$ cat src/rtl/seq_gen_pkg.sv
// Shared state encoding and default widths for the serial pattern generator.
package seq_gen_pkg;

  localparam int SEQ_PAT_W = 4;
  localparam int SEQ_CNT_W = 8;
  localparam int SEQ_GAP_W = 4;

  typedef enum logic [1:0] {
    IDLE  = 2'd0,
    SHIFT = 2'd1,
    GAP   = 2'd2,
    DONE  = 2'd3
  } state_t;

endpackage

$ cat src/rtl/seq_shift_reg.sv
// MSB-first load/shift register with bit index; out bit and active flag come straight from flops.
module seq_shift_reg #(
  parameter int PAT_W = 4
) (
  input  logic             clk,
  input  logic             rst,
  input  logic             load,
  input  logic             clear,
  input  logic             shift,
  input  logic [PAT_W-1:0] load_val,
  output logic             bit_out,
  output logic             active,
  output logic             last_bit
);

  localparam int IDX_W = (PAT_W > 1) ? $clog2(PAT_W) : 1;

  logic [PAT_W-1:0] data;
  logic [IDX_W-1:0] idx;

  always_ff @(posedge clk or posedge rst) begin
    if (rst) begin
      data   <= '0;
      idx    <= '0;
      active <= 1'b0;
    end else if (load) begin
      data   <= load_val;
      idx    <= IDX_W'(PAT_W - 1);
      active <= 1'b1;
    end else if (clear) begin
      // Zeroing the data keeps the serial line low whenever nothing is valid.
      data   <= '0;
      idx    <= '0;
      active <= 1'b0;
    end else if (shift) begin
      data <= {data[PAT_W-2:0], 1'b0};
      idx  <= idx - IDX_W'(1);
    end
  end

  assign bit_out  = data[PAT_W-1];
  assign last_bit = (idx == '0);

endmodule

$ cat src/rtl/seq_pattern_gen.sv
// Serial pattern transmitter: repeats a PAT_W-bit pattern MSB first with an idle gap between repetitions.
// Optional abort input enabled by defining SEQ_PATTERN_GEN_ABORT_EN.
module seq_pattern_gen
  import seq_gen_pkg::*;
#(
  parameter int PAT_W = SEQ_PAT_W,
  parameter int CNT_W = SEQ_CNT_W,
  parameter int GAP_W = SEQ_GAP_W
) (
  input  logic             clk,
  input  logic             rst,
  input  logic             start,
  input  logic [PAT_W-1:0] pattern,
  input  logic [CNT_W-1:0] repeat_cnt,
  input  logic [GAP_W-1:0] gap_len,
`ifdef SEQ_PATTERN_GEN_ABORT_EN
  input  logic             abort,
`endif
  output logic             out,
  output logic             out_valid,
  output logic             busy,
  output logic             done,
  output logic [CNT_W-1:0] sent_cnt
);

  state_t           state, next_state;
  logic [PAT_W-1:0] pat_q;
  logic [CNT_W-1:0] rep_q;
  logic [GAP_W-1:0] gap_q, gap_cnt;
  logic             abort_w, accept, last_rep;
  logic             sr_load, sr_clear, sr_shift, sr_last;
  logic [PAT_W-1:0] sr_val;
  logic             busy_nxt, done_nxt;

`ifdef SEQ_PATTERN_GEN_ABORT_EN
  assign abort_w = abort;
`else
  assign abort_w = 1'b0;
`endif

  assign accept   = (state == IDLE) && start;
  assign last_rep = (sent_cnt == rep_q - CNT_W'(1));

  always_ff @(posedge clk or posedge rst) begin
    if (rst) state <= IDLE;
    else     state <= next_state;
  end

  always_comb begin
    next_state = state;
    case (state)
      IDLE:  if (start) next_state = (repeat_cnt == '0) ? DONE : SHIFT;
      SHIFT: begin
        if (abort_w)                  next_state = DONE;
        else if (sr_last && last_rep) next_state = DONE;
        else if (sr_last && gap_q != '0) next_state = GAP;
      end
      GAP: begin
        if (abort_w)                  next_state = DONE;
        else if (gap_cnt == GAP_W'(1)) next_state = SHIFT;
      end
      DONE:  next_state = IDLE;
      default: next_state = IDLE;
    endcase
  end

  always_comb begin
    busy_nxt = (next_state == SHIFT) || (next_state == GAP);
    done_nxt = (next_state == DONE);
  end

  always_ff @(posedge clk or posedge rst) begin
    if (rst) begin
      busy <= 1'b0;
      done <= 1'b0;
    end else begin
      busy <= busy_nxt;
      done <= done_nxt;
    end
  end

  // Reload at the start of every repetition; first one comes straight from the input port.
  always_comb begin
    sr_load  = (next_state == SHIFT) && ((state != SHIFT) || sr_last);
    sr_clear = (next_state != SHIFT);
    sr_shift = (state == SHIFT);
    sr_val   = (state == IDLE) ? pattern : pat_q;
  end

  seq_shift_reg #(.PAT_W(PAT_W)) u_shift (
    .clk      (clk),
    .rst      (rst),
    .load     (sr_load),
    .clear    (sr_clear),
    .shift    (sr_shift),
    .load_val (sr_val),
    .bit_out  (out),
    .active   (out_valid),
    .last_bit (sr_last)
  );

  always_ff @(posedge clk or posedge rst) begin
    if (rst) begin
      pat_q    <= '0;
      rep_q    <= '0;
      gap_q    <= '0;
      gap_cnt  <= '0;
      sent_cnt <= '0;
    end else begin
      if (accept) begin
        pat_q    <= pattern;
        rep_q    <= repeat_cnt;
        gap_q    <= gap_len;
        sent_cnt <= '0;
      end else if ((state == SHIFT) && sr_last && !abort_w) begin
        sent_cnt <= sent_cnt + CNT_W'(1);
      end
      if ((state == SHIFT) && (next_state == GAP)) gap_cnt <= gap_q;
      else if (state == GAP)                       gap_cnt <= gap_cnt - GAP_W'(1);
    end
  end

endmodule

$ cat config.mk
export PLATFORM = sky130hd
export DESIGN_NAME = seq_pattern_gen
export DESIGN_NICKNAME = d
export VERILOG_FILES = /design/src/rtl/seq_gen_pkg.sv /design/src/rtl/seq_shift_reg.sv /design/src/rtl/seq_pattern_gen.sv
export SDC_FILE = /design/constraint.sdc
export NUM_CORES = 1
export LEC_CHECK = 0
export BUFFER_PORTS_ARGS = -buffer_cell sky130_fd_sc_hd__clkbuf_2
export CELL_PAD_IN_SITES_DETAIL_PLACEMENT = 0
export CELL_PAD_IN_SITES_GLOBAL_PLACEMENT = 2
export CORE_AREA = 2 2 103 65
export DETAILED_ROUTE_END_ITERATION = 16
export DIE_AREA = 0 0 105 67
export GPL_TIMING_DRIVEN = 0
export PLACE_DENSITY_LB_ADDON = 0.1
export SKIP_CTS_REPAIR_TIMING = 1
export SLEW_MARGIN = 0
export SYNTH_ARGS = -nofsm -noshare
export SYNTH_HDL_FRONTEND = slang
export SYNTH_HIERARCHICAL = 1
export SYNTH_SLANG_ARGS = --single-unit
$ cat constraint.sdc
create_clock -name clk -period 2.95 [get_ports clk]
set_input_delay 0.295 -clock clk [delete_from_list [all_inputs] [get_ports clk]]
set_output_delay 0.295 -clock clk [all_outputs]
set_load 0.02 [all_outputs]
==> results of run 1 <==
==> cell type report <==
type,count,area [um2]
tap,84,105
inverter,15,56.3
buffer,7,43.8
timing repair buffer,34,203
multi-input combinational,142,1120
clock inverter,1,30.0
clock buffer,6,72.6
sequential,39,976
fill,619,3390
==> registers in the layout, indices dropped and copies added (netlist names) <==
name and flops:
done 1, sent_cnt 8, gap_q 4, u_shift/active 1
busy 1, state 2, gap_cnt 4, u_shift/data 4
u_shift/idx 2, pat_q 4, rep_q 8
==> cells in the final DEF (no fill, tap or decap), drive strengths merged, types with 6 or more instances in the layout <==
cell and instances:
nor3 6, nor2 14, buf 7, o21ai 12, mux2 22, inv 15, nand2 10, xor2 10
dfrtp 39, xnor2 6, clkbuf 39, ha 8
==> final timing paths <==
kind | slack, ps | startpoint | cells past startpoint | end
min reg2reg | 510 | pat_q[1] | 1 | pat_q[1]
min | 240 | repeat_cnt[1] | 3 | rep_q[1]
max in group asynchronous | 1720 | rst | 4 | rep_q[2]
max reg2reg | 220 | rep_q[0] | 12 | gap_cnt[3]
max | 220 | rep_q[0] | 12 | gap_cnt[3]
min in group asynchronous | 480 | rst | 3 | u_shift/data[3]
==> per-stage QoR <==
step	TNS, ps	hold slack (ps)	instance area (um2)	instances	util
floorplan	0	98.4	2190	203	-
global placement	-35.2	236	2440	317	0.407
detailed placement	0	241	2470	318	0.412
CTS	0	-86.5	2570	325	0.429
global route	0	227	2610	328	0.434
finish	0	235	2610	328	0.434
==> layer usage <==
layer,GRT usage,part of all wire
met5,0,0
met3,0.0362,0.036
met1,0.233,0.58
met4,0.0500,0.0071
met2,0.200,0.37
==> kinds of logic after synthesis <==
| logic type | after synthesis |
|---|---|
| mux | 26 |
| fa+ha+maj | 8 |
| simple gates | 61 |
| xor+xnor | 16 |
| compound gates | 31 |
| buf+inv | 22 |
| flops | 39 |
==> worst min-delay path: cells and delay by family <==
| kind | cells | cell delay, ps |
|---|---|---|
| compound gates | 1 | 60 |
| buf+inv | 1 | 90 |
| simple gates | 1 | 40 |
==> Yosys cell counts, drive strengths merged <==
cell	count	share of area
nor4b	2	0.011
dfrtp	39	0.45
nor2	14	0.025
a31oi	2	0.0086
xor2	10	0.040
nor3b	4	0.014
nor2b	2	0.0057
o21ai	12	0.027
mux2i	4	0.018
o41ai	2	0.0080
nand2	10	0.017
o2111ai	1	0.0069
mux2	22	0.12
nand3	4	0.0091
xnor2	6	0.024
o31ai	2	0.0069
a22o	4	0.016
or4	1	0.0034
inv	15	0.026
nor4	5	0.020
ha	8	0.046
a211oi	1	0.0034
and3	3	0.0086
clkbuf	3	0.0051
and2	5	0.017
o2bb2ai	1	0.0040
nand2b	1	0.0029
buf	4	0.015
nor3	6	0.014
or2	1	0.0029
a211o	2	0.0086
nand3b	3	0.010
a21oi	3	0.0069
o311a	1	0.0046
==> power groups by stage <==
stage | Clock [mW] | Combinational, mW | Sequential [mW]
global route | 0.480 | 1.44 | 1.02
finish | 0.432 | 1.28 | 0.982
global placement | 0 | 1.26 | 0.997
CTS | 0.452 | 1.26 | 0.988
detailed placement | 0 | 1.25 | 1.00
floorplan | 0 | 0.944 | 0.984
==> flow_summary.toml, run 1 <==
[critical_path]
crit_family = "simple AND/OR/NAND/NOR gates"
path_class = "flop to flop"
crit_path_frequent_cell = "ha_1"
crit_path_cell_trace = "inv_1 -> ha_1 -> and2_4 -> a211o_2 -> a31oi_1 -> nor4_2 -> or4_1 -> ha_1 -> nor3b_1 -> o21ai_0 -> o31ai_1 -> a21oi_1"
crit_buf_inv = 1
worst_setup_path_end_kind = "flop"
cp-start-kind = "flop"
crit_fanout = 4
max_stage_delay_ps = 490
arrival_ps = 2940
critPathRequiredTime_ps = 3170
crit_slowest_cell = "or4_1"

[finish]
insertedDiodeCount = 0
synthToLayoutAreaGrowth_pct = 19.1
nNetsFinal = 271
drive_above_1_share = 0.316

[routing]
viasPerCell = 4.77
drt_iter0_drc = 46
routedWlPerCell_um = 14.5
drt_pre_antenna_iters = 4
detail-route-antenna-nets = 0
vias = 1563
routed_wl_mm = 4.77
drc = 0

[synthesis]
synth-simple-area-share = 0.161
synth_compound_area_frac = 0.101
synth_top_family_by_area = "simple AND/OR/NAND/NOR gates"
ys_types = 44
ys_ff_latch = 39
synthAdderAreaFrac = 0.0457
syn_nets = 230
synth_xor_area_frac = 0.0640
yosysSeqAreaShare = 0.446
synth.mux.area_fraction = 0.137
postSynthCellCount = 203
syn-cell-area_um2 = 2190
avgSynthCellArea_um2 = 10.8
synth_warnings = 6

[pwr]
p_total_mw = 2.69
p_leak_nw = 1.19
p_int_mw = 1.62
vdd_ir_drop_max_mv = 0.341
switchingPower_mw = 1.07
clockPowerShare = 0.160
pwr-share-seq = 0.365
power_frac_comb = 0.475
powerDensity_nw_per_um2 = 1030
power.share.switching = 0.398

[clock_network]
path_clk_slew_ps = 70
clock_sinks = 39
clk_latency_ps = 290
cts_tree = "done"
numCtsBuffers = 5
clock_path_buffers = 2
cts_root_buf = "clkbuf_8"
htreeDepth = 2

[grt]
grt_usage = 0.151
grt_pass1_vias = 1553
grt_start_max_net_pins = 18
overflow = 0
grt_pass1_wl_mm = 8.08
antenna_found_initial = 0

[sta]
setup_viol = 0
hold_viol_final = 0
drv_slew = 0
rsz0062_at_grt = "false"
fin_crit_sh = 0.924
finalClockSkew_ps = 6.77
max_freq_mhz = 367
fin_ws_ps = 224
tightest_slew_ps = 767
fin_crit_ps = 2730
relSlewSlack = 0.488

[floorplan]
die_y_um = 67
start_util = 0.365
ioPinCount = 31
die-area_um2 = 7040
die_w_um = 105
core_area_um2 = 6000
rows = 22

[placed_design]
io_buffers = 30
place_ws_ps = 62.5
routabilityCongestion = 0.741
dp.final_hpwl_mm = 3.63

[run_status]
status = "completed"

[min_path]
min_path_type = "input port to flop"

[job]
cap_violations = 0
Note: power is estimated with default switching activity, not from simulation.
==> run 2: changes to the inputs <==
ABC_AREA = 1   (was not set)
CORE_AREA = 2 2 112 70   (was 2 2 103 65)
DIE_AREA = 0 0 114 72   (was 0 0 105 67)
==> run 2 against run 1 <==
Global-route usage grew 1.4 points; sequential power decreased by 7.5%; non-clock buffer count shrank 4; via count is 24% higher; cell count up 33%; flip-flop and latch count is the same; fmax up 7.1%; final area is 4.7% higher; clock skew is 1.9 ps lower; critical path depth grew 9; synthesized cell count is 50% higher; worst hold slack lost 13 ps.
==> flow_summary.toml, run 2 <==
[floorplan]
start_util = 0.313
rows = 24
die-area_um2 = 8210
ioPinCount = 31
core_area_um2 = 7150
die_y_um = 72
die_w_um = 114

[placed_design]
dp_cells = 426
place_area_um2 = 2530
routabilityCongestion = 0.744
dp.final_hpwl_mm = 4.64
io_buffers = 30

[sta]
fin_crit_sh = 0.863
rsz0062_at_grt = "false"
whs_ps = 222
setup_viol = 0
relSlewSlack = 0.548
hold_viol_final = 0
finalClockSkew_ps = 4.90
fin_crit_ps = 2540
tns_ps = 0
tightest_slew_ps = 677
max_freq_mhz = 393
drv_slew = 0

[clock_network]
numCtsBuffers = 5
htreeDepth = 2
clock_path_buffers = 2
cts_root_buf = "clkbuf_16"
clock_sinks = 39
clk_latency_ps = 290
cts_tree = "done"
path_clk_slew_ps = 60

[synthesis]
synth.most_common_cell = "nand2_1"
yosys.area.top_type = "dfrtp_1"
avgSynthCellArea_um2 = 7.37
synth_enable_flop_cells = 0
synth_commonest_cells = "nand2_1, inv_1, dfrtp_1"
postSynthCellCount = 304
synth_area_leaders = "dfrtp_1, nand2_1, inv_1"
syn_nets = 331
ys_ff_latch = 39
synth_top_area_frac = 0.436
ys_types = 29
synth_warnings = 6
synth_flop_cell = "dfrtp_1"
syn-cell-area_um2 = 2240
async_flop_share = 1.00
yosysSeqAreaShare = 0.436

[pwr]
p_leak_nw = 1.47
vdd_ir_drop_max_mv = 0.291
powerDensity_nw_per_um2 = 1070

[routing]
drc = 0
drt_pre_antenna_iters = 6
routed_wl_mm = 5.90
vias = 1940
viasPerCell = 4.44
drt_iter0_drc = 88
routedWlPerCell_um = 13.5
detail-route-antenna-nets = 0

[critical_path]
arrival_ps = 2720
crit_fanout = 7
cp-start-kind = "flop"
path_class = "flop to flop"
critPathRequiredTime_ps = 3120
worst_setup_path_end_kind = "flop"

[grt]
antenna_found_initial = 0
grt_start_max_net_pins = 19
overflow = 0
grt_pass1_wl_mm = 10.3
grt_pass1_vias = 1961
grt_usage = 0.165

[job]
cap_violations = 0

[finish]
synthToLayoutAreaGrowth_pct = 21.8
mostFrequentLayoutCells = "nand2_1, inv_1, dfrtp_1"
stdcell_area_um2 = 2730
nNetsFinal = 372
drive_above_1_share = 0.171
reg.largest.list = "rep_q x8, sent_cnt x8"
mostFrequentLayoutCell = "nand2_1"
fin_util = 0.382
insertedDiodeCount = 0
layoutNonFillerInstCount = 437

[min_path]
min_path_type = "input port to flop"

[run_status]
status = "completed"
## run 2: cell types whose count changed in the layout (fill, tap and decap cells not counted), moves of 5 or more
| cell | change |
|---|---|
| clkbuf_16 | +5 |
| inv_1 | +38 |
| mux2_2 | -19 |
| nand2_1 | +83 |
| nand3_1 | +17 |
| o21ai_0 | +14 |
| xnor2_1 | -6 |
| xor2_1 | -6 |
## run 2: final cells by class
type	count	area, um2
buffer	4	17.5
clock buffer	6	139
clock inverter	2	35.0
fill	804	4420
inverter	56	213
multi-input combinational	206	1040
sequential	39	976
tap	91	114
timing repair buffer	33	195
## run 2: kinds of logic after synthesis
family          after synthesis  synth area share
fa+ha+maj                     8            0.0447
simple gates                151             0.298
flops                        39             0.436
buf+inv                      60             0.103
compound gates               42             0.103
xor+xnor                      4            0.0156
## run 2: path summary, 6_finish.rpt
path | startpoint | end | slack, ps | cells after the start
max | rep_q[0] | u_shift/active | 410 | 21
min | gap_len[0] | gap_q[0] | 220 | 3
max reg2reg | rep_q[0] | u_shift/active | 410 | 21
min reg2reg | u_shift/active | u_shift/active | 480 | 2
max in group asynchronous | rst | gap_cnt[2] | 1760 | 4
min in group asynchronous | rst | u_shift/data[3] | 500 | 3
## run 2: through the flow
| stage | power [mW] | setup slack [ps] |
|---|---|---|
| final | 2.91 | 405 |
| after global routing | 3.26 | 32.5 |
| after CTS | 2.91 | 228 |
| after detailed placement | 2.24 | 254 |
| after global placement | 2.23 | 259 |
| after floorplan | 1.88 | 714 |
## run 2: power by group
group | total (mW) | switching [mW] | internal, mW
logic | 1.36 | 0.900 | 0.461
registers | 0.908 | 0.158 | 0.749
clock network | 0.643 | 0.223 | 0.421
## run 2: critical path, cell delays in order, from the launching register on
cell and delay (ps):
dfrtp_1 400, inv_2 110, ha_1 220, inv_1 50, nand2_1 80, nand2_1 60, nand2_1 50, nand2_1 40
nor2_1 120, nand3_1 90, nor2_1 90, nand2_1 90, nand2_1 90, nand2_1 50, nand2_1 100, ha_1 190
o21ai_0 110, inv_2 170, nor2_2 90, buf_4 140, nand2_1 40, nand2_1 40
## run 2: metal layers
layer	global-route usage	vias to the layer above	wire [um]
met2	0.208	37	2060
met1	0.267	856	3540
li1	-	1039	-
met4	0.0488	0	73
met5	0	-	0
met3	0.0426	8	234
